===== src/rtl/dodge_game_core.sv =====
// Dodge game core: player position, score, high score and game FSM, all updated on frame_tick.
// Ports: ClkPort/reset (async, active-high), frame_tick, btn_start/left/right, collision in;
//        player_x, score, high_score, state (INIT=0 PLAY=1 NEWHS=2 DEAD=3) out, all registered.
// Option: define DODGE_SPEEDUP_EN to double the movement step once score reaches 256.
module dodge_game_core #(
    parameter int SCREEN_W    = 640,
    parameter int PLAYER_W    = 10,
    parameter int STEP        = 5,
    parameter int X_W         = 10,
    parameter int SCORE_W     = 10,
    parameter int HOLD_FRAMES = 120
) (
    input  logic               ClkPort,
    input  logic               reset,
    input  logic               frame_tick,
    input  logic               btn_start,
    input  logic               btn_left,
    input  logic               btn_right,
    input  logic               collision,
    output logic [X_W-1:0]     player_x,
    output logic [SCORE_W-1:0] score,
    output logic [SCORE_W-1:0] high_score,
    output logic [1:0]         state
);

    typedef enum logic [1:0] {
        S_INIT  = 2'd0,
        S_PLAY  = 2'd1,
        S_NEWHS = 2'd2,
        S_DEAD  = 2'd3
    } state_t;

    localparam int HC_W = (HOLD_FRAMES > 1) ? $clog2(HOLD_FRAMES) : 1;
    localparam logic [X_W-1:0]     X_MAX     = X_W'(SCREEN_W - PLAYER_W);
    localparam logic [X_W-1:0]     X_MID     = X_W'((SCREEN_W - PLAYER_W) / 2);
    localparam logic [SCORE_W-1:0] SCORE_MAX = '1;
    localparam logic [HC_W-1:0]    HOLD_LAST = HC_W'(HOLD_FRAMES - 1);

    state_t             state_q, state_d;
    logic [X_W-1:0]     x_q, x_d;
    logic [SCORE_W-1:0] score_q, score_d;
    logic [SCORE_W-1:0] hs_q, hs_d;
    logic [HC_W-1:0]    hold_q, hold_d;
    logic               start_q, start_d;

    logic               start_edge;
    logic [X_W:0]       step;
    logic [X_W:0]       x_wide;
    logic [X_W:0]       x_sum;
    logic [X_W:0]       x_diff;

    assign start_edge = btn_start & ~start_q;
    assign x_wide     = {1'b0, x_q};

`ifdef DODGE_SPEEDUP_EN
    assign step = (32'(score_q) >= 32'd256) ? (X_W+1)'(2 * STEP)
                                             : (X_W+1)'(STEP);
`else
    assign step = (X_W+1)'(STEP);
`endif

    // Widened by one bit so the right-edge clamp sees overflow instead of wrapping.
    assign x_sum  = x_wide + step;
    assign x_diff = x_wide - step;

    always_comb begin
        state_d = state_q;
        x_d     = x_q;
        score_d = score_q;
        hs_d    = hs_q;
        hold_d  = hold_q;
        start_d = start_q;
        if (frame_tick) begin
            start_d = btn_start;
            case (state_q)
                S_INIT: begin
                    x_d     = X_MID;
                    score_d = '0;
                    if (start_edge) begin
                        state_d = S_PLAY;
                    end
                end
                S_PLAY: begin
                    if (collision) begin
                        hold_d = '0;
                        if (score_q > hs_q) begin
                            state_d = S_NEWHS;
                            hs_d    = score_q;
                        end else begin
                            state_d = S_DEAD;
                        end
                    end else begin
                        if (score_q != SCORE_MAX) begin
                            score_d = score_q + 1'b1;
                        end
                        if (btn_right && !btn_left) begin
                            x_d = (x_sum > {1'b0, X_MAX}) ? X_MAX
                                                         : x_sum[X_W-1:0];
                        end else if (btn_left && !btn_right) begin
                            x_d = (x_wide < step) ? '0 : x_diff[X_W-1:0];
                        end
                    end
                end
                S_NEWHS, S_DEAD: begin
                    if (hold_q == HOLD_LAST) begin
                        state_d = S_INIT;
                        hold_d  = '0;
                        x_d     = X_MID;
                        score_d = '0;
                    end else begin
                        hold_d = hold_q + 1'b1;
                    end
                end
                default: begin
                    state_d = S_INIT;
                    hold_d  = '0;
                    x_d     = X_MID;
                    score_d = '0;
                end
            endcase
        end
    end

    always_ff @(posedge ClkPort or posedge reset) begin
        if (reset) begin
            state_q <= S_INIT;
            x_q     <= X_MID;
            score_q <= '0;
            hs_q    <= '0;
            hold_q  <= '0;
            start_q <= 1'b0;
        end else begin
            state_q <= state_d;
            x_q     <= x_d;
            score_q <= score_d;
            hs_q    <= hs_d;
            hold_q  <= hold_d;
            start_q <= start_d;
        end
    end

    assign player_x   = x_q;
    assign score      = score_q;
    assign high_score = hs_q;
    assign state      = state_q;

endmodule


===== config.mk =====
export PLATFORM = sky130hd
export DESIGN_NAME = dodge_game_core
export DESIGN_NICKNAME = d
export VERILOG_FILES = /design/src/rtl/dodge_game_core.sv
export SDC_FILE = /design/constraint.sdc
export NUM_CORES = 1
export LEC_CHECK = 0
export CORE_MARGIN = 4
export CORE_UTILIZATION = 25
export CTS_BUF_LIST = sky130_fd_sc_hd__clkbuf_4 sky130_fd_sc_hd__clkbuf_8
export DETAILED_ROUTE_END_ITERATION = 6
export PLACE_DENSITY = 0.54
export SLEW_MARGIN = 20
export SYNTH_ARGS = -nofsm -noshare
export SYNTH_HDL_FRONTEND = slang
export SYNTH_SLANG_ARGS = --single-unit
export TNS_END_PERCENT = 5

===== constraint.sdc =====
create_clock -name ClkPort -period 2.3 [get_ports ClkPort]
set_clock_uncertainty 0.15 [all_clocks]
set_input_delay 0.46 -clock ClkPort [delete_from_list [all_inputs] [get_ports ClkPort]]
set_output_delay 0.46 -clock ClkPort [all_outputs]
set_load 0.005 [all_outputs]

==> flow_metrics.env <==
export IMPL_finalSetupViolCount=3
export IMPL_peakVddDrop_v=0.000369
export IMPL_initial_utilization=0.261
export IMPL_ys_types=65
export IMPL_crit_required_ns=2.38
export IMPL_startpoint_type="flop"
export IMPL_rows=37
export IMPL_die_w_microns=113
export IMPL_ys_seq_elements=40
export IMPL_status="finished with violations"
export IMPL_fin_tns_setup_ns=-0.0785
export IMPL_hp_class="reg2reg"
export IMPL_synth_top_cell_by_area="dfrtp_1"
export IMPL_cts_tree="built"
export IMPL_area_growth_pct=42.3
export IMPL_synth_flop_cell="dfrtp_1"
export IMPL_core_area_sq_um=10500
export IMPL_power_mw=3.90
export IMPL_yosysTopAreaCellShare=0.310
export IMPL_dieArea_sq_um=12700
export IMPL_n_antenna_cell=0
export IMPL_wire_per_inst_microns=14.4
export IMPL_synthTopCellsByCount="dfrtp_1, nand2_1, nor2_1"
export IMPL_ys_top_cells_by_area="dfrtp_1, ha_1, dfstp_2"
export IMPL_max_stage_delay_ns=0.56
export IMPL_grt_ovfl_total=0
export IMPL_antenna_found_initial=0
export IMPL_worst_pin_slew_ns=0.522
export IMPL_cts_buffer_depth=2
export IMPL_firstDrtPassIters=4
export IMPL_vias=2535
export IMPL_synth_edf_count=0
export IMPL_path_cells="ha_4 > o21ai_2 > or4_4 > nand2_2 > a311oi_2 > a311oi_2 > buf_4 > a21oi_1 > o21ai_1"
export IMPL_final_util=0.371
export IMPL_worst_slack_ns=-0.0346
export IMPL_hold_violations=0
export IMPL_synth_seq_area_share=0.368
export IMPL_crit_fanout=4
export IMPL_drtIter0Drc=131
export IMPL_numCtsBuffers=5
export IMPL_grt_setup_unrepaired="true"
export IMPL_cpMostUsedCell="a311oi_2"
export IMPL_ant_nets=0
export IMPL_ios=39
export IMPL_crit_arrival_ns=2.41
export IMPL_hold_buffers=0
export IMPL_track_usage=0.119
export IMPL_grt_pass1_vias=2556
export IMPL_violations="setup timing"
export IMPL_maxSlewViolCount=0
export IMPL_synthMostInstantiatedCell="dfrtp_1"
export IMPL_cp_end_kind="flop"
export IMPL_slowest_stage="dfstp_2"
export IMPL_grt_pass1_wl_microns=12600
export IMPL_dpl_hpwl_microns=5720
export IMPL_clock_sinks=40
export IMPL_avgViaCountPerCell=4.81
export IMPL_synthArstFlopShare=1.00
export IMPL_grt_max_degree=41
export IMPL_yosysWarnings=0
export IMPL_fp_dieH_microns=113
export IMPL_power_density_nw_per_um2=1000
export IMPL_final_net_count=413
export IMPL_syn_avg_cell_area_sq_um=9.17
export IMPL_finalCritPeriodShare=1.02
export IMPL_clock_latency_ns=0.29
export IMPL_routabilityCongestion=0.909
export IMPL_clock_fmax_mhz=428
export IMPL_crit_type="reg2reg"
export IMPL_synth_cell_area_sq_um=2740
export IMPL_path_clk_slew_ns=0.08
export IMPL_synth_nets=322
export IMPL_synthCells=299
export IMPL_h_tree_depth=2
export IMPL_io_buffer_count=38
export IMPL_leakagePower_nw=1.67
export IMPL_drive_gt1_frac=0.320
export IMPL_max_cap_viol_count=0
export IMPL_drt_wl_total_microns=7600
export IMPL_maxSlewHeadroom=0.652
export IMPL_period_minus_slack_ns=2.33
export IMPL_drc_errors=0
export IMPL_clockRootBuffer="clkbuf_8"
worst max-delay path: cells and delay by family (launching register included):
kind                       cells  cell delay, ns
AOI/OAI and AO/OA              5            0.56
adders and majority gates      1            0.16
buffers and inverters          1            0.20
DFF                            1            0.56
and+or+nand+nor                2            0.65
flip-flops by register name, indices dropped and copies added, names as in the netlist:
| signal | cells |
|---|---|
| high_score | 10 |
| hold_q | 7 |
| player_x | 10 |
| score | 10 |
| start_q | 1 |
| state | 2 |
where the power goes:
group	switching (mW)	internal, mW	leakage, nW
sequential	0.223	0.903	0.515
combinational	1.11	1.18	1.11
clock	0.251	0.240	0.0510
total	1.58	2.32	1.67
area by class of cell:
class | count | area (sq um)
inverter | 21 | 78.8
sequential | 40 | 1010
clock inverter | 2 | 10.0
timing repair buffer | 96 | 823
clock buffer | 6 | 82.6
fill | 1076 | 6610
multi-input combinational | 226 | 1730
tap | 136 | 170
cell families after synthesis:
family / count (synthesis) / share of synthesized area
AOI/OAI and AO/OA: 84 / 0.214
xor gates and xnor gates: 17 / 0.0543
adders and majority gates: 16 / 0.0730
buffers and inverters: 33 / 0.0662
DFF: 40 / 0.368
muxes: 10 / 0.0411
and+or+nand+nor: 99 / 0.184
repair_timing:
item,CTS,global route
gates resized for setup,6,32
setup buffers,0,1
cloned,0,0
endpoints found under the setup margin,12,23
pin swaps,3,5
final timing paths:
kind / cells past startpoint / slack, ns / to / startpoint
worst max-delay path: 9 / -0.03 / player_x[5]$_DFFE_PP1P_ / player_x[0]$_DFFE_PP1P_
worst min-delay path: 1 / 0.31 / state[0]$_DFFE_PP0P_ / start_q$_DFFE_PP0P_
worst max register to register: 9 / -0.03 / player_x[5]$_DFFE_PP1P_ / player_x[0]$_DFFE_PP1P_
worst min register to register: 1 / 0.31 / state[0]$_DFFE_PP0P_ / start_q$_DFFE_PP0P_
max in group asynchronous: 3 / 1.19 / player_x[8]$_DFFE_PP1P_ / reset
min in group asynchronous: 3 / 0.45 / player_x[2]$_DFFE_PP0P_ / reset
layout by cell type (no fill, tap or decap), drive strengths merged, types with 2 or more instances in the layout:
master and instances:
a22o 4, ha 16, clkinv 2, xor2 9
o31ai 3, nor3 9, buf 58, or2 2
clkbuf 6, nand4 5, nor2 25, nor2b 4
dfrtp 34, o2111ai 2, a211oi 3, inv 21
xnor2 8, a21o 7, o211ai 5, a21oi 17
a22oi 2, a311oi 2, mux2 10, or4 2
clkdlybuf4s50 38, dfstp 6, and2 3, o21ai 27
nand2 26, nand2b 3, nand3 12
through the flow:
step                area, sq um  setup slack [ns]  hold slack [ns]  cells
floorplan                  2760           0.00693            0.281    299
global placement           3630            -0.195            0.292    518
detailed placement         3630            -0.232            0.304    518
CTS                        3750           -0.0746            0.316    526
global route               3900            -0.139            0.335    527
finish                     3900           -0.0346            0.314    527
metal layers:
| metal | track usage | part of all wire | up-vias |
|---|---|---|---|
| li1 | - | - | 1253 |
| met1 | 0.164 | 0.48 | 1233 |
| met2 | 0.192 | 0.48 | 42 |
| met3 | 0.0235 | 0.032 | 7 |
| met4 | 0.0304 | 0.0091 | 0 |
| met5 | 0 | 0 | - |
No activity file was read; power rests on OpenSTA's default activity.
